[config.mk]
export PLATFORM = sky130hd
export DESIGN_NAME = ikaopm_timer_regs_flat
export DESIGN_NICKNAME = d
export VERILOG_FILES = /design/src/rtl/ikaopm_timer_regs_if.sv /design/src/rtl/ikaopm_timer_regs.sv /design/src/flat_wrapper.sv
export SDC_FILE = /design/constraint.sdc
export NUM_CORES = 1
export LEC_CHECK = 0
export BUFFER_PORTS_ARGS = -buffer_cell sky130_fd_sc_hd__buf_2
export CAP_MARGIN = 20
export CORE_AREA = 2 2 67 69
export CTS_BUF_LIST = sky130_fd_sc_hd__clkbuf_4 sky130_fd_sc_hd__clkbuf_8
export DETAILED_ROUTE_END_ITERATION = 7
export DIE_AREA = 0 0 69 71
export PLACE_DENSITY = 0.8
export RECOVER_POWER = 25
export SYNTH_ARGS = -nofsm -noshare
export SYNTH_HDL_FRONTEND = slang
export SYNTH_SLANG_ARGS = --single-unit
[constraint.sdc]
create_clock -name i_EMUCLK -period 2.24 [get_ports i_EMUCLK]
set_clock_uncertainty 0.05 [all_clocks]
set_input_delay 0.224 -clock i_EMUCLK [delete_from_list [all_inputs] [get_ports i_EMUCLK]]
set_output_delay 0.224 -clock i_EMUCLK [all_outputs]
set_load 0.02 [all_outputs]
[src/rtl/ikaopm_timer_regs_if.sv]
// CPU write bus into the timer register bank, plus the status byte returned on reads.
interface ikaopm_timer_regs_if;
  logic       i_WR_STB;
  logic       i_A0;
  logic [7:0] i_D;
  logic [7:0] o_STATUS;

  modport master (output i_WR_STB, output i_A0, output i_D, input  o_STATUS);
  modport slave  (input  i_WR_STB, input  i_A0, input  i_D, output o_STATUS);
endinterface

[src/rtl/ikaopm_timer_regs.sv]
// Timer control register bank (0x01/0x10/0x11/0x12/0x14) feeding IKAOPM_timer.
// Build option: define IKAOPM_BUSY_FLAG_EN to build the write-busy counter.
module ikaopm_timer_regs #(
  parameter int BUSY_CYCLES = 64
) (
  input  logic               i_EMUCLK,
  input  logic               i_MRST_n,
  input  logic               i_phi1_NCEN_n,
  ikaopm_timer_regs_if.slave bus,
  input  logic               i_TIMERA_FLAG,
  input  logic               i_TIMERB_FLAG,
  output logic [7:0]         o_CLKA1,
  output logic [1:0]         o_CLKA2,
  output logic [7:0]         o_CLKB,
  output logic               o_TIMERA_RUN,
  output logic               o_TIMERB_RUN,
  output logic               o_TIMERA_IRQ_EN,
  output logic               o_TIMERB_IRQ_EN,
  output logic               o_TIMERA_FRST,
  output logic               o_TIMERB_FRST,
  output logic               o_CSM,
  output logic               o_TEST_D2,
  output logic               o_BUSY
);
  if (BUSY_CYCLES < 2 || BUSY_CYCLES > 255) begin : g_bad_busy_cycles
    $error("BUSY_CYCLES must be within 2..255");
  end

  logic       tick, wr_addr, wr_data, cmt;
  logic       pend_vld;
  logic [7:0] addr_lat, pend_addr, pend_d, cmt_addr, cmt_d;

  assign tick    = ~i_phi1_NCEN_n;
  assign wr_addr = bus.i_WR_STB & ~bus.i_A0;
  assign wr_data = bus.i_WR_STB &  bus.i_A0;

  // An older pending write always wins the tick; a fresh strobe only commits
  // directly when the buffer is empty.
  assign cmt      = tick & (pend_vld | wr_data);
  assign cmt_addr = pend_vld ? pend_addr : addr_lat;
  assign cmt_d    = pend_vld ? pend_d    : bus.i_D;

  always_ff @(posedge i_EMUCLK or negedge i_MRST_n) begin
    if (!i_MRST_n) begin
      addr_lat  <= 8'h00;
      pend_vld  <= 1'b0;
      pend_addr <= 8'h00;
      pend_d    <= 8'h00;
    end else begin
      if (wr_addr) addr_lat <= bus.i_D;
      if (wr_data && (pend_vld || !tick)) begin
        pend_vld  <= 1'b1;
        pend_addr <= addr_lat;
        pend_d    <= bus.i_D;
      end else if (tick) begin
        pend_vld  <= 1'b0;
      end
    end
  end

  always_ff @(posedge i_EMUCLK or negedge i_MRST_n) begin
    if (!i_MRST_n) begin
      o_CLKA1         <= 8'h00;
      o_CLKA2         <= 2'b00;
      o_CLKB          <= 8'h00;
      o_TIMERA_RUN    <= 1'b0;
      o_TIMERB_RUN    <= 1'b0;
      o_TIMERA_IRQ_EN <= 1'b0;
      o_TIMERB_IRQ_EN <= 1'b0;
      o_TIMERA_FRST   <= 1'b0;
      o_TIMERB_FRST   <= 1'b0;
      o_CSM           <= 1'b0;
      o_TEST_D2       <= 1'b0;
    end else if (tick) begin
      // FRST bits are never stored: they live for exactly one tick.
      o_TIMERA_FRST <= 1'b0;
      o_TIMERB_FRST <= 1'b0;
      if (cmt) begin
        case (cmt_addr)
          8'h01: o_TEST_D2 <= cmt_d[2];
          8'h10: o_CLKA1   <= cmt_d;
          8'h11: o_CLKA2   <= cmt_d[1:0];
          8'h12: o_CLKB    <= cmt_d;
          8'h14: begin
            o_TIMERA_RUN    <= cmt_d[0];
            o_TIMERB_RUN    <= cmt_d[1];
            o_TIMERA_IRQ_EN <= cmt_d[2];
            o_TIMERB_IRQ_EN <= cmt_d[3];
            o_TIMERA_FRST   <= cmt_d[4];
            o_TIMERB_FRST   <= cmt_d[5];
            o_CSM           <= cmt_d[7];
          end
          default: ;
        endcase
      end
    end
  end

`ifdef IKAOPM_BUSY_FLAG_EN
  logic [7:0] busy_cnt;

  always_ff @(posedge i_EMUCLK or negedge i_MRST_n) begin
    if (!i_MRST_n)             busy_cnt <= 8'h00;
    else if (tick) begin
      if (cmt)                 busy_cnt <= 8'(BUSY_CYCLES);
      else if (busy_cnt != 0)  busy_cnt <= busy_cnt - 8'd1;
    end
  end

  assign o_BUSY = (busy_cnt != 8'h00);
`else
  assign o_BUSY = 1'b0;
`endif

  assign bus.o_STATUS = {o_BUSY, 5'b00000, i_TIMERB_FLAG, i_TIMERA_FLAG};
endmodule

[src/flat_wrapper.sv]
// flat-port wrapper written by rule: the top's interface ports become plain ports
module ikaopm_timer_regs_flat 
#(
  parameter int BUSY_CYCLES = 64
)
  (i_EMUCLK, i_MRST_n, i_phi1_NCEN_n, i_TIMERA_FLAG, i_TIMERB_FLAG, o_CLKA1, o_CLKA2, o_CLKB, o_TIMERA_RUN, o_TIMERB_RUN, o_TIMERA_IRQ_EN, o_TIMERB_IRQ_EN, o_TIMERA_FRST, o_TIMERB_FRST, o_CSM, o_TEST_D2, o_BUSY, bus_i_WR_STB, bus_i_A0, bus_i_D, bus_o_STATUS);
  ikaopm_timer_regs_if bus_i ();
  input  logic i_EMUCLK;
  input  logic i_MRST_n;
  input  logic i_phi1_NCEN_n;
  input  logic i_TIMERA_FLAG;
  input  logic i_TIMERB_FLAG;
  output logic [7:0] o_CLKA1;
  output logic [1:0] o_CLKA2;
  output logic [7:0] o_CLKB;
  output logic o_TIMERA_RUN;
  output logic o_TIMERB_RUN;
  output logic o_TIMERA_IRQ_EN;
  output logic o_TIMERB_IRQ_EN;
  output logic o_TIMERA_FRST;
  output logic o_TIMERB_FRST;
  output logic o_CSM;
  output logic o_TEST_D2;
  output logic o_BUSY;
  input wire logic [$bits(bus_i.i_WR_STB)-1:0] bus_i_WR_STB;
  input wire logic [$bits(bus_i.i_A0)-1:0] bus_i_A0;
  input wire logic [$bits(bus_i.i_D)-1:0] bus_i_D;
  output wire logic [$bits(bus_i.o_STATUS)-1:0] bus_o_STATUS;
  assign bus_i.i_WR_STB = bus_i_WR_STB;
  assign bus_i.i_A0 = bus_i_A0;
  assign bus_i.i_D = bus_i_D;
  assign bus_o_STATUS = bus_i.o_STATUS;
  ikaopm_timer_regs #(.BUSY_CYCLES(BUSY_CYCLES)) u_core (.i_EMUCLK(i_EMUCLK), .i_MRST_n(i_MRST_n), .i_phi1_NCEN_n(i_phi1_NCEN_n), .bus(bus_i), .i_TIMERA_FLAG(i_TIMERA_FLAG), .i_TIMERB_FLAG(i_TIMERB_FLAG), .o_CLKA1(o_CLKA1), .o_CLKA2(o_CLKA2), .o_CLKB(o_CLKB), .o_TIMERA_RUN(o_TIMERA_RUN), .o_TIMERB_RUN(o_TIMERB_RUN), .o_TIMERA_IRQ_EN(o_TIMERA_IRQ_EN), .o_TIMERB_IRQ_EN(o_TIMERB_IRQ_EN), .o_TIMERA_FRST(o_TIMERA_FRST), .o_TIMERB_FRST(o_TIMERB_FRST), .o_CSM(o_CSM), .o_TEST_D2(o_TEST_D2), .o_BUSY(o_BUSY));
endmodule
# After elaboration in Yosys (flattened, before gate mapping)
# Cells that the tools add are included.
# word_totals
regBits	51
input_bits	15
word_cells	42
out_inout_bits	35
# op_classes
bitwise	6
muxes	8
reduce_logical	7
eq_ne	6
# op_table
operator	n
$eq A8 B5 Y1 const B	4
$mux W8	2
$reduce_and A3 Y1	5
$eq A8 B1 Y1 const B	1
$mux W1	6
$and A1 B1 Y1	3
$ne A2 B1 Y1 const B	1
$not A1 Y1	2
$logic_and A1 B1 Y1	1
$logic_or A1 B1 Y1	1
$or A1 B1 Y1	1

# Longest topological paths before layout
# logic_depth
ltp_word	4
depth_mapped	6
ltp_nobuf	4

# Worst setup path before layout
# OpenSTA, ideal clock, no wires.
# synth_path
path_type	flip-flop to flip-flop
start	reg u_core.pend_vld
end	reg u_core.o_CLKA1[0]
setup_time_ns	0.125
period_less_slack_ns	2.020
path_stages_with_launch	5
arrival_ns	1.845
required_time_ns	2.065
n_path_buf	0
slack_ns	0.220
cell_sequence	dfrtp_1 -> or4_1 -> o32a_1 -> nor3_4 -> mux2_2
# synth_between
elab_chain_len	3
elab_cells_between_ends	6
cone_classes	1 x eq/ne; 2 x mux; 2 x bitwise; 1 x reduce/logical
# synth_rtl
element	line	source
start, declared	ikaopm_timer_regs.sv:30	logic pend_vld;
start signal, assigned	ikaopm_timer_regs.sv:46	pend_vld <= 1'b0;
start signal, assigned	ikaopm_timer_regs.sv:52	pend_vld <= 1'b1;
start signal, assigned	ikaopm_timer_regs.sv:56	pend_vld <= 1'b0;
$mux W8 / $or A1 B1 Y1 (equally long branches)	ikaopm_timer_regs.sv:40, ikaopm_timer_regs.sv:39	
$eq A8 B5 Y1 / $and A1 B1 Y1 (equally long branches)	ikaopm_timer_regs.sv:79, ikaopm_timer_regs.sv:39	
$reduce_and A3 Y1 (no source line)	-	
end signal, assigned	ikaopm_timer_regs.sv:81	8'h10: o_CLKA1 <= cmt_d;
end, declared	ikaopm_timer_regs.sv:12	output logic [7:0] o_CLKA1,
# Parallel ways exist; a longest one is shown, timed or not.
# A chain may end at the register's enable or synchronous reset.

# Final worst setup path
# layout_path
start	reg u_core.pend_vld
end	reg u_core.o_CLKA2[1]
# layout_between
elab_chain_len	3
elab_cells_between_ends	6
cone_classes	1 x eq/ne; 2 x mux; 2 x bitwise; 1 x reduce/logical
# layout_rtl
element	line	source
$mux W8 / $or A1 B1 Y1 (equally long branches)	ikaopm_timer_regs.sv:40, ikaopm_timer_regs.sv:39	
$eq A8 B5 Y1 / $and A1 B1 Y1 (equally long branches)	ikaopm_timer_regs.sv:79, ikaopm_timer_regs.sv:39	
$reduce_and A3 Y1 (no source line)	-	
end signal, assigned	ikaopm_timer_regs.sv:82	8'h11: o_CLKA2 <= cmt_d[1:0];
end, declared	ikaopm_timer_regs.sv:13	output logic [1:0] o_CLKA2,
# Parallel ways exist; a longest one is shown, timed or not.

==> results.yml <==
grt:
  pin_count_of_the_biggest_net_entering_global_routing: 26
  first_global_vias: 1575
  number_of_antenna_violations_at_the_first_check_in_global_routing: 0
  wire_length_of_the_first_global_routing_pass_um: 7486
  grt_use_total_pct: 19.53
  grt-ovfl-total: 0
clock_tree:
  worstSkewPairLatency_ns: 0.31
  clock_tree.root_cell: "sky130_fd_sc_hd__clkbuf_8"
  cts_max_path_bufs: 2
  tritoncts: "yes"
  cts.repair_timing.setup_buffer_count: 0
  htree_levels: 2
  clkSlewWorstSetupHoldPaths_ns: 0.10
  number_of_buffers_created_by_cts: 5
  numClockSinks: 51
timing:
  max_freq_mhz: 468.9
  max_slew_margin_pct: 42.23
  final_min_period_over_clock_period_pct: 95.22
  final.min_clock_period_ns: 2.133
  layout_setup_ws_ns: 0.1072
  final.setup.tns_ns: 0
  finalMaxSlewViolations: 0
  timing_hold_violations_final: 0
  max_slew.worst_pin.slew_ns: 0.8665
  rsz0062_at_grt: "no"
  setup_viol: 0
yosys:
  syn_area_per_cell_um2: 14.49
  netlist_instances: 156
  ys_seq_elements: 51
  synth.distinct_cells: 27
  yosysWarnings: 0
  ys.flop_type: "sky130_fd_sc_hd__dfrtp_1"
  synthesis.area_mm2: 0.002261
  seq_area_frac_synth_pct: 56.45
  synth-edff-count: 0
  synth_async_sr_flop_share_pct: 100.0
drt:
  residual_antenna_violating_net_count_after_detailed_routing: 0
  drc_errors: 0
  route.detailed.vias_per_inst: 5.436
  detailroute.via_count: 1408
  drt_pass1_iterations: 4
  drt-initial-drc-count: 33
  postRouteWirelength_um: 4462
  detail_route.wl_per_cell_um: 17.23
power_and_ir_drop:
  report.power.total_w: 0.002436
  power-per-cell-area_mw_per_mm2: 915.2
  leakagePower_nw: 1.279
  irDropWorstVdd_mv: 0.5721
job:
  cap_viol_max_count: 0
floorplan:
  die_w_um: 69
  total_die_area_mm2: 0.004899
  die_h_um: 71
  pin_count: 50
  core.rowCount: 24
  core_area_mm2: 0.004204
  initial_core_util_pct: 53.78
critical_path:
  arrival_ns: 2.29
  worst_setup_path_end_kind: "register"
  critPathMaxFanout: 8
  critPathLaunchType: "register"
  crit_required_ns: 2.40
  setup.worst_path.class: "register to register"
final_layout:
  areaGrowthSynthToFinish_pct: 17.71
  num-nets-final: 221
  antenna-diode-count: 0
  post_route_cells_drive_above_1_share_pct: 56.04
  fill_cells: 319
place:
  dp_slack_ns: 0.04289
  gpl.final_weighted_congestion: 0.8032
  port_buffers: 38
  dp_hpwl_um: 3374
outcome:
  status: "finished clean"
hold_path:
  worst_hold_path_type: "input pin to register"
==> area by class of cell <==
| cell class | instances | area (µm²) | area share (%) |
|---|---|---|---|
| sequential | 51 | 1276 | 47.95 |
| multi-input combinational | 96 | 920.9 | 34.60 |
| timing repair buffer | 50 | 276.5 | 10.39 |
| clock buffer | 5 | 68.82 | 2.586 |
| tap | 52 | 65.06 | 2.445 |
| clock inverter | 3 | 46.29 | 1.740 |
| inverter | 2 | 7.507 | 0.2821 |
==> state kept, by name, indices dropped and copies added (netlist names) <==
name                    flops
u_core.o_TIMERA_IRQ_EN      1
u_core.o_TIMERB_RUN         1
u_core.pend_d               8
u_core.addr_lat             8
u_core.o_CLKA1              8
u_core.o_TIMERB_FRST        1
u_core.o_CLKB               8
u_core.o_TIMERA_RUN         1
u_core.pend_vld             1
u_core.pend_addr            8
u_core.o_CLKA2              2
u_core.o_TEST_D2            1
u_core.o_CSM                1
u_core.o_TIMERA_FRST        1
u_core.o_TIMERB_IRQ_EN      1
==> cells by family (layout without fill, tap and decap cells) <==
group,Yosys count,count (layout),share of synthesized area [%]
muxes,56,56,27.89
DFF,51,51,56.45
and+or+nand+nor,19,19,6.033
buffers and inverters,15,60,4.095
AOI/OAI and AO/OA,14,14,5.368
other,1,7,0.1659
==> through the flow <==
step | instance area, µm² | util [%] | hold WS, ns | instances
after detailed placement | 2536 | 60.33 | 0.05316 | 250
final | 2661 | 63.30 | 0.1203 | 259
after floorplan | 2283 | - | -0.1216 | 162
after CTS | 2661 | 63.30 | 0.1144 | 259
after global placement | 2536 | 60.33 | 0.04663 | 250
after global routing | 2661 | 63.30 | 0.1206 | 259
==> timing repair <==
item | in CTS | in global routing
setup endpoints to repair | 0 | 12
hold endpoints to repair | 9 | 0
gates resized for setup | 0 | 1
hold buffers | 1 | 0
==> report_power, final <==
group	leakage, nW	total, W	switching, W	internal [W]
Clock	0.0548	0.000654	0.000317	0.000337
Combinational	0.585	0.000570	0.000310	0.000260
Sequential	0.640	0.00121	0.000112	0.00110
Total	1.28	0.00244	0.000738	0.00170
==> critical path, cell delays in order (launching register included) <==
cell and delay, ns:
sky130_fd_sc_hd__dfrtp_1 0.42, sky130_fd_sc_hd__buf_4 0.18, sky130_fd_sc_hd__nor3_1 0.25, sky130_fd_sc_hd__o21ai_0 0.31, sky130_fd_sc_hd__a211oi_1 0.35, sky130_fd_sc_hd__buf_4 0.17, sky130_fd_sc_hd__mux2_2 0.32
==> cells in the mapped netlist, types with 2 or more instances <==
master | instances | area [µm²]
sky130_fd_sc_hd__buf_2 | 2 | 10.01
sky130_fd_sc_hd__a22o_1 | 2 | 17.52
sky130_fd_sc_hd__o32a_1 | 2 | 20.02
sky130_fd_sc_hd__dfrtp_1 | 51 | 1276
sky130_fd_sc_hd__inv_1 | 2 | 7.510
sky130_fd_sc_hd__nor3_4 | 2 | 32.53
sky130_fd_sc_hd__nand2_1 | 5 | 18.77
sky130_fd_sc_hd__buf_4 | 9 | 67.56
sky130_fd_sc_hd__o21ai_0 | 4 | 20.02
sky130_fd_sc_hd__nor3b_1 | 2 | 15.01
sky130_fd_sc_hd__clkbuf_1 | 2 | 7.510
sky130_fd_sc_hd__mux2_2 | 56 | 630.6
sky130_fd_sc_hd__and3b_1 | 2 | 17.52
sky130_fd_sc_hd__nor2_1 | 2 | 7.510
==> worst paths after layout <==
| kind | startpoint | end | slack [ns] | cells past startpoint |
|---|---|---|---|---|
| max reg2reg | u_core.pend_vld | u_core.o_CLKA2[1] | 0.11 | 6 |
| max | u_core.pend_vld | u_core.o_CLKA2[1] | 0.11 | 6 |
| min reg2reg | u_core.o_CLKA2[0] | u_core.o_CLKA2[0] | 0.46 | 1 |
| min in group asynchronous | i_MRST_n | u_core.addr_lat[3] | 0.38 | 2 |
| max in group asynchronous | i_MRST_n | u_core.pend_d[2] | 0.58 | 3 |
| min | bus_i_D[5] | u_core.pend_d[5] | 0.12 | 2 |
==> cells in the final DEF, fill, tap and decap left out, types with 2 or more instances in the layout <==
master | synthesis | layout
sky130_fd_sc_hd__and3b_1 | 2 | 2
sky130_fd_sc_hd__dfrtp_1 | 51 | 51
sky130_fd_sc_hd__conb_1 | 1 | 7
sky130_fd_sc_hd__o32a_1 | 2 | 2
sky130_fd_sc_hd__nor3b_1 | 2 | 2
sky130_fd_sc_hd__a22o_1 | 2 | 2
sky130_fd_sc_hd__clkbuf_1 | 2 | 3
sky130_fd_sc_hd__inv_1 | 2 | 2
sky130_fd_sc_hd__clkbuf_8 | 0 | 5
sky130_fd_sc_hd__nand2_1 | 5 | 5
sky130_fd_sc_hd__nor2_1 | 2 | 2
sky130_fd_sc_hd__nor3_4 | 2 | 2
sky130_fd_sc_hd__mux2_2 | 56 | 56
sky130_fd_sc_hd__buf_4 | 9 | 10
sky130_fd_sc_hd__buf_2 | 2 | 36
sky130_fd_sc_hd__o21ai_0 | 4 | 4
==> routing by layer <==
layer / GRT usage [%] / share of wire [%]
met1: 23.24 / 42
met4: 10.46 / 2.1
met3: 6.125 / 4.4
met5: 0 / 0
met2: 31.94 / 51
(Power assumes the default switching activity.)
